## config.mk

```make
export PLATFORM = sky130hd
export DESIGN_NAME = q4_mem_stage
export DESIGN_NICKNAME = d
export VERILOG_FILES = /design/src/rtl/q4_mem_stage.sv
export SDC_FILE = /design/constraint.sdc
export NUM_CORES = 1
export LEC_CHECK = 0
export BUFFER_PORTS_ARGS = -buffer_cell sky130_fd_sc_hd__buf_2
export CAP_MARGIN = 0
export CORE_ASPECT_RATIO = 2
export CORE_UTILIZATION = 40
export CTS_BUF_LIST = sky130_fd_sc_hd__clkbuf_8
export CTS_CLUSTER_DIAMETER = 100
export DETAILED_ROUTE_END_ITERATION = 10
export PLACE_DENSITY = 0.68
export SETUP_SLACK_MARGIN = 0.02
export SYNTH_ARGS = -nofsm -noshare
export SYNTH_HDL_FRONTEND = slang
export SYNTH_SLANG_ARGS = --single-unit
```

## constraint.sdc

```tcl
create_clock -name i_clk -period 5 [get_ports i_clk]
set_clock_uncertainty 0.1 [all_clocks]
set_input_delay 0.5 -clock i_clk [delete_from_list [all_inputs] [get_ports i_clk]]
set_output_delay 0.5 -clock i_clk [all_outputs]
set_load 0.005 [all_outputs]
```

## src/rtl/q4_mem_stage.sv

```systemverilog
// Q4 memory-access stage: issues one load/store per memory op on the data bus, formats load/store data,
// and stalls upstream until the access completes. Optional macro: MISALIGN_TRAP_EN (trap misaligned halfword/word).
package q4_mem_pkg;
  typedef struct packed {
    logic mem_read;
    logic mem_write;
    logic reg_write;
    logic mem_to_reg;
  } ctrl_t;

  typedef struct packed {
    logic [31:0] insn;
    logic [31:0] alu_out;
    logic [31:0] rs2_data;
    logic [4:0]  reg_wr_port;
    ctrl_t       ctrl;
  } q3q4_t;

  typedef struct packed {
    logic [31:0] insn;
    logic [31:0] alu_out;
    logic [31:0] mem_rdata;
    logic [4:0]  reg_wr_port;
    ctrl_t       ctrl;
  } q4q5_t;
endpackage

module q4_mem_stage
  import q4_mem_pkg::*;
#(
  parameter int XLEN = 32
) (
  input  logic            i_clk,
  input  logic            i_rst_n,
  input  q3q4_t           i_q3q4,
  output q4q5_t           o_q4q5,
  output logic            o_stall,
  output logic            o_dmem_req,
  output logic            o_dmem_we,
  output logic [XLEN-1:0] o_dmem_addr,
  output logic [3:0]      o_dmem_be,
  output logic [XLEN-1:0] o_dmem_wdata,
  input  logic            i_dmem_gnt,
  input  logic            i_dmem_rvalid,
  input  logic [XLEN-1:0] i_dmem_rdata,
  output logic            o_misalign
);

  // state  | meaning
  // IDLE   | pass-through; a memory op latches its bus fields here
  // REQ    | request on the bus, fields held until grant
  // WAIT   | load granted, waiting for rvalid
  // DONE   | latched result presented for one cycle
  typedef enum logic [1:0] {S_IDLE, S_REQ, S_WAIT, S_DONE} state_t;

  state_t      r_state;
  logic        r_req;
  logic        r_we;
  logic [31:0] r_addr;
  logic [3:0]  r_be;
  logic [31:0] r_wdata;
  logic [31:0] r_rdata;
  logic        r_is_b;
  logic        r_is_h;
  logic        r_uns;
  logic [1:0]  r_off;
  logic        r_misalign;
  logic [31:0] r_insn;
  logic [31:0] r_alu;
  logic [4:0]  r_rd;
  ctrl_t       r_ctrl;

  logic        w_memop;
  logic        w_we;
  logic [2:0]  w_f3;
  logic [1:0]  w_off;
  logic        w_is_b;
  logic        w_is_h;
  logic [6:0]  w_mask;
  logic [6:0]  w_be_shift;
  logic [3:0]  w_be;
  logic [31:0] w_wdata;
  logic        w_mis;
  logic [31:0] w_rshift;
  logic [7:0]  w_byte;
  logic [15:0] w_half;
  logic [31:0] w_fmt;

  // Undefined funct3 values fall through to the word form.
  always_comb begin
    w_memop = i_q3q4.ctrl.mem_read | i_q3q4.ctrl.mem_write;
    w_we    = i_q3q4.ctrl.mem_write;
    w_f3    = i_q3q4.insn[14:12];
    w_off   = i_q3q4.alu_out[1:0];
    w_is_b  = (w_f3 == 3'b000) | (!w_we & (w_f3 == 3'b100));
    w_is_h  = (w_f3 == 3'b001) | (!w_we & (w_f3 == 3'b101));
    w_mask  = w_is_b ? 7'b000_0001 : (w_is_h ? 7'b000_0011 : 7'b000_1111);
    w_be_shift = w_mask << w_off;
    w_be    = w_we ? w_be_shift[3:0] : 4'b1111;
    if (w_is_b)
      w_wdata = {4{i_q3q4.rs2_data[7:0]}};
    else if (w_is_h)
      w_wdata = w_off[0] ? ({16'b0, i_q3q4.rs2_data[15:0]} << {w_off, 3'b000})
                         : {2{i_q3q4.rs2_data[15:0]}};
    else
      w_wdata = i_q3q4.rs2_data << {w_off, 3'b000};
`ifdef MISALIGN_TRAP_EN
    w_mis = (w_is_h & w_off[0]) | (!w_is_b & !w_is_h & (w_off != 2'b00));
`else
    w_mis = 1'b0;
`endif
  end

  always_comb begin
    w_rshift = i_dmem_rdata >> {r_off, 3'b000};
    w_byte   = w_rshift[7:0];
    w_half   = r_off[1] ? i_dmem_rdata[31:16] : i_dmem_rdata[15:0];
    if (r_is_b)
      w_fmt = {{24{!r_uns & w_byte[7]}}, w_byte};
    else if (r_is_h)
      w_fmt = {{16{!r_uns & w_half[15]}}, w_half};
    else
      w_fmt = i_dmem_rdata;
  end

  always_ff @(posedge i_clk) begin
    if (!i_rst_n) begin
      r_state    <= S_IDLE;
      r_req      <= 1'b0;
      r_we       <= 1'b0;
      r_addr     <= '0;
      r_be       <= '0;
      r_wdata    <= '0;
      r_rdata    <= '0;
      r_is_b     <= 1'b0;
      r_is_h     <= 1'b0;
      r_uns      <= 1'b0;
      r_off      <= '0;
      r_misalign <= 1'b0;
      r_insn     <= '0;
      r_alu      <= '0;
      r_rd       <= '0;
      r_ctrl     <= '0;
    end else begin
      r_misalign <= 1'b0;
      case (r_state)
        S_IDLE: begin
          if (w_memop) begin
            r_insn  <= i_q3q4.insn;
            r_alu   <= i_q3q4.alu_out;
            r_rd    <= i_q3q4.reg_wr_port;
            r_ctrl  <= i_q3q4.ctrl;
            r_we    <= w_we;
            r_is_b  <= w_is_b;
            r_is_h  <= w_is_h;
            r_uns   <= w_f3[2];
            r_off   <= w_off;
            r_rdata <= '0;
            if (w_mis) begin
              r_misalign <= 1'b1;
              r_state    <= S_DONE;
            end else begin
              r_req   <= 1'b1;
              r_addr  <= {i_q3q4.alu_out[31:2], 2'b00};
              r_be    <= w_be;
              r_wdata <= w_wdata;
              r_state <= S_REQ;
            end
          end
        end
        S_REQ: begin
          if (i_dmem_gnt) begin
            r_req <= 1'b0;
            if (r_we) begin
              r_state <= S_DONE;
            end else if (i_dmem_rvalid) begin
              r_rdata <= w_fmt;
              r_state <= S_DONE;
            end else begin
              r_state <= S_WAIT;
            end
          end
        end
        S_WAIT: begin
          if (i_dmem_rvalid) begin
            r_rdata <= w_fmt;
            r_state <= S_DONE;
          end
        end
        S_DONE:  r_state <= S_IDLE;
        default: r_state <= S_IDLE;
      endcase
    end
  end

  always_comb begin
    o_stall = ((r_state == S_IDLE) & w_memop) | (r_state == S_REQ) | (r_state == S_WAIT);
    if (r_state == S_IDLE) begin
      o_q4q5.insn        = i_q3q4.insn;
      o_q4q5.alu_out     = i_q3q4.alu_out;
      o_q4q5.mem_rdata   = '0;
      o_q4q5.reg_wr_port = i_q3q4.reg_wr_port;
      o_q4q5.ctrl        = i_q3q4.ctrl;
    end else begin
      o_q4q5.insn        = r_insn;
      o_q4q5.alu_out     = r_alu;
      o_q4q5.mem_rdata   = r_rdata;
      o_q4q5.reg_wr_port = r_rd;
      o_q4q5.ctrl        = r_ctrl;
    end
  end

  assign o_dmem_req   = r_req;
  assign o_dmem_we    = r_we & r_req;
  assign o_dmem_addr  = r_addr;
  assign o_dmem_be    = r_be;
  assign o_dmem_wdata = r_wdata;
  assign o_misalign   = r_misalign;

endmodule

```

After elaboration in Yosys (flattened, before gate mapping). Index checks and enable logic that the tools add are counted. W data, S select, Z words.

Equal/unequal tests: 10. Bitwise gates (word level): 11. Shift operators: 4. Mux-type cells: 24. Reductions and logical operators: 10.

Operators with widths (count): $mux W32 (9); $mux W105 (1); $pmux W32 S3 (1); $shl A16 B5 Y32 (1); $shl A32 B5 Y32 (1); $shr A32 B5 Y8 (1); $mux W16 (1); $mux W4 (3); $ne A2 B2 Y1 const B (4); $pmux W2 S4 (1); $and A1 B1 Y1 (6); $eq A3 B3 Y1 const B (2); $mux W2 (3); $reduce_and A3 Y1 (2); $or A1 B1 Y1 (5); $eq A2 B2 Y1 const B (2); $mux W1 (4); $reduce_and A4 Y1 (1); $shl A4 B2 Y4 (1); $eq A3 B1 Y1 const B (1); $logic_not A3 Y1 (1); $reduce_bool A3 Y1 (1); $eq A2 B1 Y1 const B (1); $logic_not A1 Y1 (2); 4 further kinds (4).

Register bits: 179. Word-level logic and storage cells: 76. Output and inout bits: 177. Input bits: 141.

Depth between registers and ports, before layout.
Depth after elaboration: 8. Mapped depth: 8. Mapped depth without buffers: 6.

Worst setup path before layout. OpenSTA, ideal clock, no wires.

Path kind: flip-flop to output port. Start: reg r_state[0]. End: out o_q4q5[41] (netlist bit). Arrival: 1.440 ns. Setup slack: 2.960 ns. Path buffers: 2. Data required time: 4.400 ns. Stages on the path, launching flop included: 6. Cell sequence: dfxtp_1 -> inv_1 -> ha_1 -> clkbuf_1 -> buf_2 -> mux2_2.

RTL lines: start, declared (RTL line 56) `state_t r_state;`; start signal, assigned (RTL line 128) `r_state <= S_IDLE;`; start signal, assigned (RTL line 161) `r_state <= S_DONE;`; start signal, assigned (RTL line 167) `r_state <= S_REQ;`; end, declared (RTL line 36) `output q4q5_t o_q4q5,`.

==> impl_results.html <==
<table>
<tr><th>Metric</th><th>Value</th></tr>
<tr><th colspan="2">Clock network</th></tr>
<tr><td>Count of buffers added by post-CTS timing repair for setup</td><td>0</td></tr>
<tr><td>Total clock buffers created by CTS</td><td>17</td></tr>
<tr><td>Buffer cell driving the clock tree root</td><td>sky130_fd_sc_hd__clkbuf_8</td></tr>
<tr><td>Resize count post-CTS</td><td>0</td></tr>
<tr><td>Clk pin slew, worst setup/hold paths</td><td>80 ps</td></tr>
<tr><td>CTS Sinks</td><td>146</td></tr>
<tr><td>Post-CTS Hold Fix Bufs</td><td>0</td></tr>
<tr><td>Clock tree from TritonCTS</td><td>built</td></tr>
<tr><td>Clk_lat worst skew</td><td>450 ps</td></tr>
<tr><td>Maximum buffer depth of the clock tree</td><td>2</td></tr>
<tr><td>Depth of the CTS H-tree</td><td>4</td></tr>
<tr><th colspan="2">Setup path</th></tr>
<tr><td>Critical path cell sequence</td><td>inv_1 &gt; ha_4 &gt; buf_4 &gt; mux2_2 &gt; buf_2</td></tr>
<tr><td>Data arrival time of the critical path</td><td>2870 ps</td></tr>
<tr><td>CP Max Fanout</td><td>68</td></tr>
<tr><td>Worst flop-to-flop path startpoint</td><td>r_state[0]</td></tr>
<tr><td>Critical Path End Type</td><td>primary output</td></tr>
<tr><td>Critical path class</td><td>reg -&gt; out</td></tr>
<tr><td>First element of the critical path</td><td>r_state[0]</td></tr>
<tr><td>CP max-delay cell</td><td>sky130_fd_sc_hd__ha_4</td></tr>
<tr><td>Worst Reg-to-Reg Cells</td><td>7</td></tr>
<tr><td>CP Data Required Time</td><td>4400 ps</td></tr>
<tr><td>Delay of the slowest cell on the worst path</td><td>760 ps</td></tr>
<tr><td>Launching element type of the critical path</td><td>register</td></tr>
<tr><th colspan="2">Floorplanning</th></tr>
<tr><td>Starting density of the core</td><td>40.6%</td></tr>
<tr><td>Area of the die</td><td>20100 um^2</td></tr>
<tr><td>Area of the core</td><td>19300 um^2</td></tr>
<tr><td>Number of top-level pins</td><td>318</td></tr>
<tr><td>Die span in y</td><td>200 um</td></tr>
<tr><td>Horizontal extent of the die</td><td>101 um</td></tr>
<tr><td>FP Rows</td><td>72</td></tr>
<tr><th colspan="2">Power and ir drop</th></tr>
<tr><td>Internal Power</td><td>2.97 mW</td></tr>
<tr><td>Switching share of total power</td><td>39.2%</td></tr>
<tr><td>Leakage dissipation</td><td>4.35 nW</td></tr>
<tr><td>Power spent charging and discharging nets</td><td>1.92 mW</td></tr>
<tr><td>Pwr per Cell Area</td><td>510 nW/um^2</td></tr>
<tr><td>Clk network pwr share</td><td>18.5%</td></tr>
<tr><td>Peak supply drop</td><td>0.296 mV</td></tr>
<tr><td>Share of total power in combinational logic</td><td>47.7%</td></tr>
<tr><td>Part of the total power dissipated in sequential elements</td><td>33.9%</td></tr>
<tr><th colspan="2">GRT</th></tr>
<tr><td>GR Overflow Total</td><td>0</td></tr>
<tr><td>Total global-route track usage</td><td>22.9%</td></tr>
<tr><td>Vias in the first global route</td><td>6724</td></tr>
<tr><td>Number of antenna violations at the first check in global routing</td><td>1</td></tr>
<tr><td>Wire length of the first global-routing pass</td><td>35000 um</td></tr>
<tr><td>Largest net degree at the start of global routing</td><td>101</td></tr>
<tr><th colspan="2">Min path</th></tr>
<tr><td>Startpoint of the tightest hold check path</td><td>i_q3q4[79]</td></tr>
<tr><td>Hold Path Cell Cnt</td><td>3</td></tr>
<tr><td>Hold Path Class</td><td>in -&gt; reg</td></tr>
<tr><th colspan="2">Synth</th></tr>
<tr><td>Number of distinct library cells after synthesis</td><td>50</td></tr>
<tr><td>Post-synthesis instance area</td><td>7820 um^2</td></tr>
<tr><td>Area share of fa/ha/maj cells after synthesis</td><td>0.480%</td></tr>
<tr><td>EDFF count, synth</td><td>0</td></tr>
<tr><td>Number of instances in the synthesized netlist</td><td>892</td></tr>
<tr><td>Average cell area after synthesis</td><td>8.77 um^2</td></tr>
<tr><td>Warnings, synthesis</td><td>0</td></tr>
<tr><td>Xor and xnor fraction of the mapped netlist area</td><td>0%</td></tr>
<tr><td>Top FF cell, synth</td><td>sky130_fd_sc_hd__dfxtp_1</td></tr>
<tr><td>Async set or reset register ratio after synthesis</td><td>0%</td></tr>
<tr><td>Sequential cell area fraction in the yosys report</td><td>37.4%</td></tr>
<tr><td>Complex-gate fraction of the synthesized area</td><td>25.8%</td></tr>
<tr><td>Share of synthesized area spent on multiplexers</td><td>13.8%</td></tr>
<tr><td>Main combinational cell family by area after synthesis</td><td>compound AO/OA/AOI/OAI gates</td></tr>
<tr><td>FF+latch count, synth</td><td>146</td></tr>
<tr><td>Synthesized-area fraction occupied by and/or/nand/nor cells</td><td>14.3%</td></tr>
<tr><th colspan="2">Run</th></tr>
<tr><td># Max-Cap Violations</td><td>0</td></tr>
<tr><th colspan="2">STA</th></tr>
<tr><td>Worst Hold Margin</td><td>184 ps</td></tr>
<tr><td>Upper clock frequency limit</td><td>288 MHz</td></tr>
<tr><td>Slew @ Worst Pin</td><td>1100 ps</td></tr>
<tr><td>Final sum of negative setup slack</td><td>0 ps</td></tr>
<tr><td>Unrepaired setup endpoints after global routing</td><td>false</td></tr>
<tr><td>Relative slew margins</td><td>26.3%</td></tr>
<tr><td>Post-route clock period utilization</td><td>69.5%</td></tr>
<tr><td>Total setup violations reported at the end of the flow</td><td>0</td></tr>
<tr><td>Max-slew violation count</td><td>0</td></tr>
<tr><td>Final number of hold-violating endpoints</td><td>0</td></tr>
<tr><td>Final critical delay including setup and external delays</td><td>3470 ps</td></tr>
<tr><th colspan="2">Placement</th></tr>
<tr><td>Post-DP HPWL</td><td>17200 um</td></tr>
<tr><td>Number of input and output port buffers inserted</td><td>314</td></tr>
<tr><td>Weighted congestion at the end of routability-driven global placement</td><td>0.869</td></tr>
<tr><th colspan="2">Drt</th></tr>
<tr><td>DRC violation count after routing</td><td>0</td></tr>
<tr><td>Total Routed Length</td><td>23900 um</td></tr>
<tr><td>Average detailed-routed wire length per instance</td><td>17.1 um</td></tr>
<tr><td>Antenna viol nets, final</td><td>0</td></tr>
<tr><td>Ratio of routed vias to standard cells</td><td>5.25</td></tr>
<tr><td>First-pass iteration count of the detailed router</td><td>5</td></tr>
<tr><td>Number of violations reported at the end of detailed-routing iteration 0</td><td>272</td></tr>
<tr><td>Total vias in the final route</td><td>7335</td></tr>
<tr><th colspan="2">Run status</th></tr>
<tr><td>Run status</td><td>finished, final reports clean</td></tr>
<tr><th colspan="2">Finish</th></tr>
<tr><td>Area overhead of the layout relative to synthesis</td><td>22.7%</td></tr>
<tr><td>Fraction of final layout cells sized beyond drive strength 1</td><td>38.3%</td></tr>
<tr><td>Count of nets after finishing</td><td>1269</td></tr>
</table>
==> final cells by class <==
type	instances	area [um^2]
multi-input combinational	626	4300
inverter	14	52.6
timing repair buffer	320	1620
clock inverter	12	119
tap	259	324
sequential	146	2920
clock buffer	19	262
fill	1956	9680
antenna	1	2.50
==> metrics by stage <==
stage	power, mW	instance area, um^2	instances	util, %	worst slack, ps
floorplan	3.25	7830	894	-	2960
global placement	4.00	9210	1365	47.8	2070
detailed placement	4.03	9210	1365	47.8	2000
CTS	4.95	9590	1396	49.8	1480
global route	5.26	9590	1397	49.8	1330
finish	4.89	9590	1397	49.8	1530
==> placed cells by master, fill, tap and decap left out, types with 6 or more instances in the layout <==
cell type	synthesis	final
sky130_fd_sc_hd__dfxtp_1	146	146
sky130_fd_sc_hd__nor2_1	13	13
sky130_fd_sc_hd__clkbuf_8	0	19
sky130_fd_sc_hd__nand2_1	159	159
sky130_fd_sc_hd__and3_1	9	9
sky130_fd_sc_hd__inv_1	13	16
sky130_fd_sc_hd__nor3b_1	8	8
sky130_fd_sc_hd__a221oi_1	8	8
sky130_fd_sc_hd__buf_2	34	314
sky130_fd_sc_hd__o2bb2ai_1	31	31
sky130_fd_sc_hd__a32oi_1	8	8
sky130_fd_sc_hd__buf_4	34	6
sky130_fd_sc_hd__o21ai_0	26	26
sky130_fd_sc_hd__o22a_1	8	8
sky130_fd_sc_hd__a21oi_1	51	51
sky130_fd_sc_hd__mux2_2	72	72
sky130_fd_sc_hd__o21ai_1	11	11
sky130_fd_sc_hd__a21boi_1	75	75
sky130_fd_sc_hd__a311oi_1	7	7
sky130_fd_sc_hd__mux2i_1	26	26
sky130_fd_sc_hd__nor2b_1	42	42
sky130_fd_sc_hd__a22o_1	9	9
sky130_fd_sc_hd__a211oi_1	11	11
sky130_fd_sc_hd__a222oi_1	8	8
==> routing by layer <==
layer  vias to the layer above  global-route usage, %  routed length, um
li1                       3594                      -                  -
met1                      3441                   24.2               9110
met2                       253                   42.1              12700
met3                        47                   4.72               1220
met4                         0                   11.4                840
met5                         -                      0                  0
==> synth_stat cells, types with 2 or more instances <==
| cell type | count | area, um^2 |
|---|---|---|
| sky130_fd_sc_hd__o2bb2ai_1 | 31 | 272 |
| sky130_fd_sc_hd__nand2b_1 | 2 | 12.5 |
| sky130_fd_sc_hd__ha_1 | 3 | 37.5 |
| sky130_fd_sc_hd__a32oi_1 | 8 | 70.1 |
| sky130_fd_sc_hd__and3_1 | 9 | 56.3 |
| sky130_fd_sc_hd__inv_1 | 13 | 48.8 |
| sky130_fd_sc_hd__nand2_1 | 159 | 597 |
| sky130_fd_sc_hd__nor2_1 | 13 | 48.8 |
| sky130_fd_sc_hd__o21ai_2 | 2 | 17.5 |
| sky130_fd_sc_hd__clkbuf_1 | 37 | 139 |
| sky130_fd_sc_hd__o21ai_1 | 11 | 55.1 |
| sky130_fd_sc_hd__mux2_2 | 72 | 811 |
| sky130_fd_sc_hd__a21oi_1 | 51 | 255 |
| sky130_fd_sc_hd__a21oi_2 | 3 | 26.3 |
| sky130_fd_sc_hd__a21boi_1 | 75 | 563 |
| sky130_fd_sc_hd__a21o_1 | 4 | 30.0 |
| sky130_fd_sc_hd__buf_2 | 34 | 170 |
| sky130_fd_sc_hd__a22o_1 | 9 | 78.8 |
| sky130_fd_sc_hd__o21ai_0 | 26 | 130 |
| sky130_fd_sc_hd__o22a_1 | 8 | 70.1 |
| sky130_fd_sc_hd__a222oi_1 | 8 | 80.1 |
| sky130_fd_sc_hd__nor2b_1 | 42 | 263 |
| sky130_fd_sc_hd__mux2i_1 | 26 | 260 |
| sky130_fd_sc_hd__nor3b_1 | 8 | 60.1 |
| sky130_fd_sc_hd__o31ai_1 | 2 | 15.0 |
| sky130_fd_sc_hd__nor3_2 | 2 | 20.0 |
| sky130_fd_sc_hd__or3_1 | 2 | 12.5 |
| sky130_fd_sc_hd__dfxtp_1 | 146 | 2920 |
| sky130_fd_sc_hd__nand3_1 | 2 | 10.0 |
| sky130_fd_sc_hd__and2_1 | 3 | 18.8 |
| sky130_fd_sc_hd__a221oi_1 | 8 | 70.1 |
| sky130_fd_sc_hd__o21a_1 | 3 | 22.5 |
| sky130_fd_sc_hd__a211oi_1 | 11 | 82.6 |
| sky130_fd_sc_hd__o221a_1 | 3 | 33.8 |
| sky130_fd_sc_hd__a311oi_1 | 7 | 61.3 |
| sky130_fd_sc_hd__buf_1 | 2 | 7.51 |
| sky130_fd_sc_hd__buf_4 | 34 | 255 |
==> power groups by stage <==
stage	Clock, mW	Combinational (mW)	Sequential, mW
after floorplan	0	1.63	1.61
after global placement	0	2.32	1.67
after detailed placement	0	2.35	1.68
after CTS	0.938	2.36	1.66
after global routing	0.984	2.58	1.69
final	0.904	2.33	1.66
==> worst max-delay path, delay by kind of cell (launching register included) <==
family / cells / cell delay, ps
adders and majority gates: 1 / 760
DFF: 1 / 340
buffers and inverters: 3 / 870
muxes: 1 / 410
==> flip-flops by register name, indices dropped and copies added, names as in the netlist <==
signal and cells:
r_is_h 1, r_off 1, r_ctrl 4, r_insn 32, r_rdata 32, o_dmem_req 1, r_rd 5, o_dmem_be 4
r_is_b 1, o_dmem_wdata 32, r_alu 31, r_state 2
==> kinds of logic (layout without fill, tap and decap cells) <==
logic type	after synthesis	count (layout)
compound gates	277	277
fa+ha+maj	3	3
buf+inv	122	365
flops	146	146
mux	99	99
other cells	1	4
simple gates	244	244
==> final timing paths <==
check                           slack (ps)          to
worst max-delay path                  1530  o_q4q5[94]
worst min-delay path                   180   r_insn[6]
worst min register to register         350  r_insn[13]
worst max register to register        2020  o_dmem_req
No activity file was read; power rests on OpenSTA's default activity.
